[src/rtl/seq_detect_param.sv]
// Serial bit-sequence detector with a runtime-programmable MSB-first pattern,
// overlap/non-overlap detection and a saturating match counter.
module seq_detect_param #(
  parameter int unsigned                PATTERN_LEN = 4,
  parameter logic [PATTERN_LEN-1:0]     PATTERN_RST = '0,
  parameter bit                         OVERLAP_RST = 1'b1,
  parameter int unsigned                CNT_W       = 8
) (
  input  logic                               clk,
  input  logic                               rst,
  input  logic                               in_valid,
  input  logic                               in,
  input  logic                               cfg_load,
  input  logic [PATTERN_LEN-1:0]             cfg_pattern,
  input  logic                               cfg_overlap,
  input  logic                               cnt_clr,
  output logic                               match,
  output logic [CNT_W-1:0]                   match_cnt,
  output logic                               cnt_sat,
  output logic [$clog2(PATTERN_LEN+1)-1:0]   fill
);

  localparam int unsigned FILL_W = $clog2(PATTERN_LEN + 1);
  localparam logic [FILL_W-1:0] FILL_FULL = FILL_W'(PATTERN_LEN);
  localparam logic [CNT_W-1:0]  CNT_MAX   = '1;

  typedef enum logic [1:0] {
    S_FILLING = 2'd0,
    S_ARMED   = 2'd1,
    S_RESTART = 2'd2
  } state_t;

  state_t                  state_q, state_d;
  logic [PATTERN_LEN-1:0]  hist_q, hist_d;
  logic [FILL_W-1:0]       fill_q, fill_d;
  logic [PATTERN_LEN-1:0]  pattern_q, pattern_d;
  logic                    overlap_q, overlap_d;
  logic                    match_q, match_d;
  logic [CNT_W-1:0]        cnt_q, cnt_d;
  logic                    sat_q, sat_d;

  logic                    accept;
  logic [PATTERN_LEN-1:0]  hist_shift;
  logic [FILL_W-1:0]       fill_inc;
  logic [PATTERN_LEN-1:0]  bit_eq;
  logic                    hit;

  // cfg_load wins over in_valid: the bit presented alongside a reload is dropped.
  assign accept     = in_valid & ~cfg_load;
  assign hist_shift = {hist_q[PATTERN_LEN-2:0], in};
  assign fill_inc   = (fill_q == FILL_FULL) ? FILL_FULL : fill_q + FILL_W'(1);

  genvar gi;
  generate
    for (gi = 0; gi < PATTERN_LEN; gi++) begin : g_cmp
      assign bit_eq[gi] = ~(hist_shift[gi] ^ pattern_q[gi]);
    end
  endgenerate

  assign hit = accept && (fill_inc == FILL_FULL) && (&bit_eq);

  // State register
  always_ff @(posedge clk or posedge rst) begin
    if (rst) begin
      state_q <= S_FILLING;
    end else begin
      state_q <= state_d;
    end
  end

  // Next-state and datapath update
  always_comb begin
    state_d   = state_q;
    hist_d    = hist_q;
    fill_d    = fill_q;
    pattern_d = pattern_q;
    overlap_d = overlap_q;
    case (state_q)
      S_FILLING, S_ARMED, S_RESTART: begin
        if (cfg_load) begin
          pattern_d = cfg_pattern;
          overlap_d = cfg_overlap;
          hist_d    = '0;
          fill_d    = '0;
          state_d   = S_FILLING;
        end else if (accept) begin
          hist_d = hist_shift;
          if (hit && !overlap_q) begin
            // Non-overlap: the next detection must be built from N fresh bits.
            fill_d  = '0;
            state_d = S_RESTART;
          end else begin
            fill_d  = fill_inc;
            state_d = (fill_inc == FILL_FULL) ? S_ARMED : S_FILLING;
          end
        end else if (state_q == S_RESTART) begin
          state_d = S_FILLING;
        end
      end
      default: begin
        state_d = S_FILLING;
        fill_d  = '0;
      end
    endcase
  end

  // Output logic: match pulse and saturating counter
  always_comb begin
    match_d = hit;
    cnt_d   = cnt_q;
    if (cnt_clr) begin
      cnt_d = '0;
    end else if (hit && (cnt_q != CNT_MAX)) begin
      cnt_d = cnt_q + CNT_W'(1);
    end
    sat_d = (cnt_d == CNT_MAX);
  end

  always_ff @(posedge clk or posedge rst) begin
    if (rst) begin
      hist_q    <= '0;
      fill_q    <= '0;
      pattern_q <= PATTERN_RST;
      overlap_q <= OVERLAP_RST;
      match_q   <= 1'b0;
      cnt_q     <= '0;
      sat_q     <= 1'b0;
    end else begin
      hist_q    <= hist_d;
      fill_q    <= fill_d;
      pattern_q <= pattern_d;
      overlap_q <= overlap_d;
      match_q   <= match_d;
      cnt_q     <= cnt_d;
      sat_q     <= sat_d;
    end
  end

  assign match     = match_q;
  assign match_cnt = cnt_q;
  assign cnt_sat   = sat_q;
  assign fill      = fill_q;

endmodule

[config.mk]
export PLATFORM = sky130hd
export DESIGN_NAME = seq_detect_param
export DESIGN_NICKNAME = d
export VERILOG_FILES = /design/src/rtl/seq_detect_param.sv
export SDC_FILE = /design/constraint.sdc
export NUM_CORES = 1
export LEC_CHECK = 0
export CAP_MARGIN = 20
export CORE_ASPECT_RATIO = 0.8
export CORE_MARGIN = 2
export CORE_UTILIZATION = 45
export CTS_BUF_LIST = sky130_fd_sc_hd__clkbuf_2
export CTS_CLUSTER_SIZE = 30
export DETAILED_ROUTE_END_ITERATION = 7
export PLACE_DENSITY = 0.76
export SYNTH_ARGS = -nofsm -noshare
export SYNTH_HDL_FRONTEND = slang
export SYNTH_SLANG_ARGS = --single-unit
[constraint.sdc]
create_clock -name clk -period 6.4 [get_ports clk]
set_input_delay 0.96 -clock clk [delete_from_list [all_inputs] [get_ports clk]]
set_output_delay 0.96 -clock clk [all_outputs]
set_load 0.01 [all_outputs]
==> metrics <==
status=complete, no violations; Max IR drop VDD=between 0.1 and 0.15 mV; Sink Count=23; Die Ht=between 50 and 60 um; latest clock arrival within the worst-skew pair=about 350 ps; Initial Util=between 40 and 50%; Pre-Repair DR Iteration Count=4; Critical Path AT=between 3000 and 4000 ps; instance count of the mapped netlist=about 140; CTS tree=built; synthesized netlist net count=153; total CTS buffers=3; row cnt=17; Worst Tran Pin Value=between 800 and 900 ps; share of layout cells above drive strength 1=approximately an eighth; Yosys warnings=0; Crit Path Max Fanout=12; grt ovf=0; sequential element share of the synthesized area=between 40 and 50%; first-pass GRT wire length=about 5 mm; Power Dens Cells=~150 mW/mm2; min Tclk post-route=just over 3000 ps; hold_buf cts=0; core area=approximately 0.0029 mm2; Worst-path clk slew=230 ps; worst flop-to-flop path endpoint=cnt_sat$_DFF_PP0_; Tot GR Track Use=18.9%; RSZ-0062 raised after global routing=no; WHS=between 500 and 600 ps; Worst slew margin=roughly two fifths; initial antenna violation count=0; Final period util=around 48%; die area=about 0.0035 mm2; WL final=just under 3 mm; vias per cell=5.81; DRC Markers=0; area share of the largest cell type after synthesis=approximately two fifths; Final #Nets=roughly 180; Max-Cap Viols=0; Slowest-stage cell, CP=clkdlybuf4s50_1; critical path class=input pin to register; Worst Clk Skew=between 20 and 30 ps; R2R Setup Slk=~3900 ps; fmax=~0.33 GHz; Hold Crit Depth=1; hold path startpoint=pattern_q[2]$_DFFE_PP0P_; final hold vios=0; crit-path cells=clkdlybuf4s50_1 -> o21ai_2 -> or4b_1 -> o311a_1 -> o32ai_2 -> nor4_2; Slew Limit Fails=0; r2r startpoint=fill[0]$_DFFE_PP0P_; largest net degree at the start of global routing=24; GPL Wtd Cong=between 0.9 and 1; largest area contributor in the netlist=dfrtp_1; Avg Cell Area, Syn=between 9 and 10 um2; HPWL after DPL=approximately 2.3 mm; reg2reg path depth=7; wire per inst=between 10 and 15 um; Post-DRT Antenna Nets=0; Yosys reg bits=23; crit-path max cell delay=between 700 and 800 ps; vias in the first global route=1,081; setup repair bufs after CTS=0; Hold Crit Class=register to register; die width=around 66 um; 1st-iter DRT viols=53; cells resized by post-CTS repair=0; I/O pin cnt=24; synthesized cell area=about 0.0014 mm2; H-tree depth=1; FILL cells=roughly 270; Leak=about 0.65 nW; hold endpoint=pattern_q[2]$_DFFE_PP0P_; clk buf depth=2; distinct cell type count after synthesis=45; crit end category=register; main area contributors after synthesis=dfrtp_1 (40%), mux2_2 (4.9%), xnor2_1 (4.4%), nor2_1 (3.2%), and4_1 (3.2%); CTS Root Cell=clkbuf_2; final setup fails=0; Critical Path RT=about 6700 ps; number of port buffers=23; vias=1,156; Ant. Diodes=0; crit start category=input pin; setup tns final=0 ps; Synth-to-Final Area Change=19.6%
-- logic make-up after synthesis --
logic type,count (synthesis),synth area share [%]
fa+ha+maj,3,2.71
simple gates,59,26.3
compound gates,25,14.3
buf+inv,14,4.33
flops,23,41.6
xor+xnor,7,4.42
mux,8,6.31
-- per-stage QoR --
stage | power, mW | std cells | setup slack, ps | instance area (um2) | utilization, %
4_1_cts | 0.254 | 199 | 3340 | 1660 | 58.2
3_3_place_gp | 0.191 | 195 | 3030 | 1640 | 57.5
6_report | 0.250 | 199 | 3320 | 1660 | 58.2
5_1_grt | 0.263 | 199 | 3260 | 1660 | 58.2
3_5_place_dp | 0.193 | 195 | 2930 | 1640 | 57.5
2_1_floorplan | 0.179 | 139 | 3900 | 1390 | -
-- layer usage --
metal  share of wire (%)  track usage (%)  up-vias
met5                   0                0        -
met4                0.54             5.78        0
met3                 6.2             5.02        4
met2                  48             30.8       38
met1                  45             24.9      561
li1                    -                -      553
-- report_power, final --
group | switching [mW] | leakage (nW) | internal (mW)
clock | 0.0442 | 0.0166 | 0.0165
combinational | 0.0170 | 0.327 | 0.0175
sequential | 0.00441 | 0.306 | 0.151
total | 0.0656 | 0.650 | 0.185
-- layout make-up --
class / count / area [um2] / area share (%)
multi-input combinational: 102 / 751 / 45.2
sequential: 23 / 577 / 34.8
timing repair buffer: 23 / 230 / 13.9
tap: 38 / 47.5 / 2.87
inverter: 9 / 33.8 / 2.04
clock buffer: 4 / 20.0 / 1.21
-- synth_stat cells --
cell type / instances
nor3_4: 1
nor4_1: 4
inv_2: 1
nor2b_1: 4
or4b_1: 1
nand2_1: 9
clkbuf_1: 3
nor4_2: 1
a31oi_1: 1
o32ai_2: 1
o21ai_0: 4
a2111oi_2: 1
nand4_1: 2
or2_1: 2
o311a_1: 1
mux2i_1: 2
buf_6: 1
nand3b_1: 1
a21boi_0: 2
a41oi_1: 3
a311o_1: 1
or2b_1: 1
nor2_1: 12
or3_1: 1
a32o_1: 2
o21ai_2: 1
and2_1: 1
ha_1: 3
and4_1: 5
nor3_1: 4
a21oi_1: 4
buf_1: 1
inv_1: 8
o22ai_1: 1
dfstp_2: 1
nor4b_4: 1
xnor2_1: 7
nand3_1: 4
and3_1: 2
a311oi_1: 2
a211oi_1: 1
and3b_4: 1
nand2b_1: 2
dfrtp_1: 22
mux2_2: 6
-- registers in the layout, indices dropped and copies added, names as in the netlist --
signal     flops
match_cnt      8
pattern_q      4
fill           3
hist_q         3
state_q        2
cnt_sat        1
match          1
overlap_q      1
-- worst max-delay path by stage --
stage	start	end	depth (start not counted)
after floorplan	in_valid	cnt_sat$_DFF_PP0_	6
after global placement	in_valid	cnt_sat$_DFF_PP0_	6
after detailed placement	in_valid	cnt_sat$_DFF_PP0_	6
after CTS	in_valid	cnt_sat$_DFF_PP0_	6
after global routing	in_valid	cnt_sat$_DFF_PP0_	6
final	in_valid	cnt_sat$_DFF_PP0_	6
-- placed cells by master (no fill, tap or decap), types with 5 or more instances in the layout --
cell / Yosys / layout
nor2_1: 12 / 12
clkdlybuf4s50_1: 0 / 23
nand2_1: 9 / 9
dfrtp_1: 22 / 22
and4_1: 5 / 5
xnor2_1: 7 / 7
mux2_2: 6 / 6
inv_1: 8 / 8
-- worst max-delay path: cells and delay by family --
family,cells,cell delay (ps)
AO/OA/AOI/OAI,3,890
AND/OR/NAND/NOR,2,760
buffers and inverters,1,740
No activity file was read; power rests on OpenSTA's default activity.
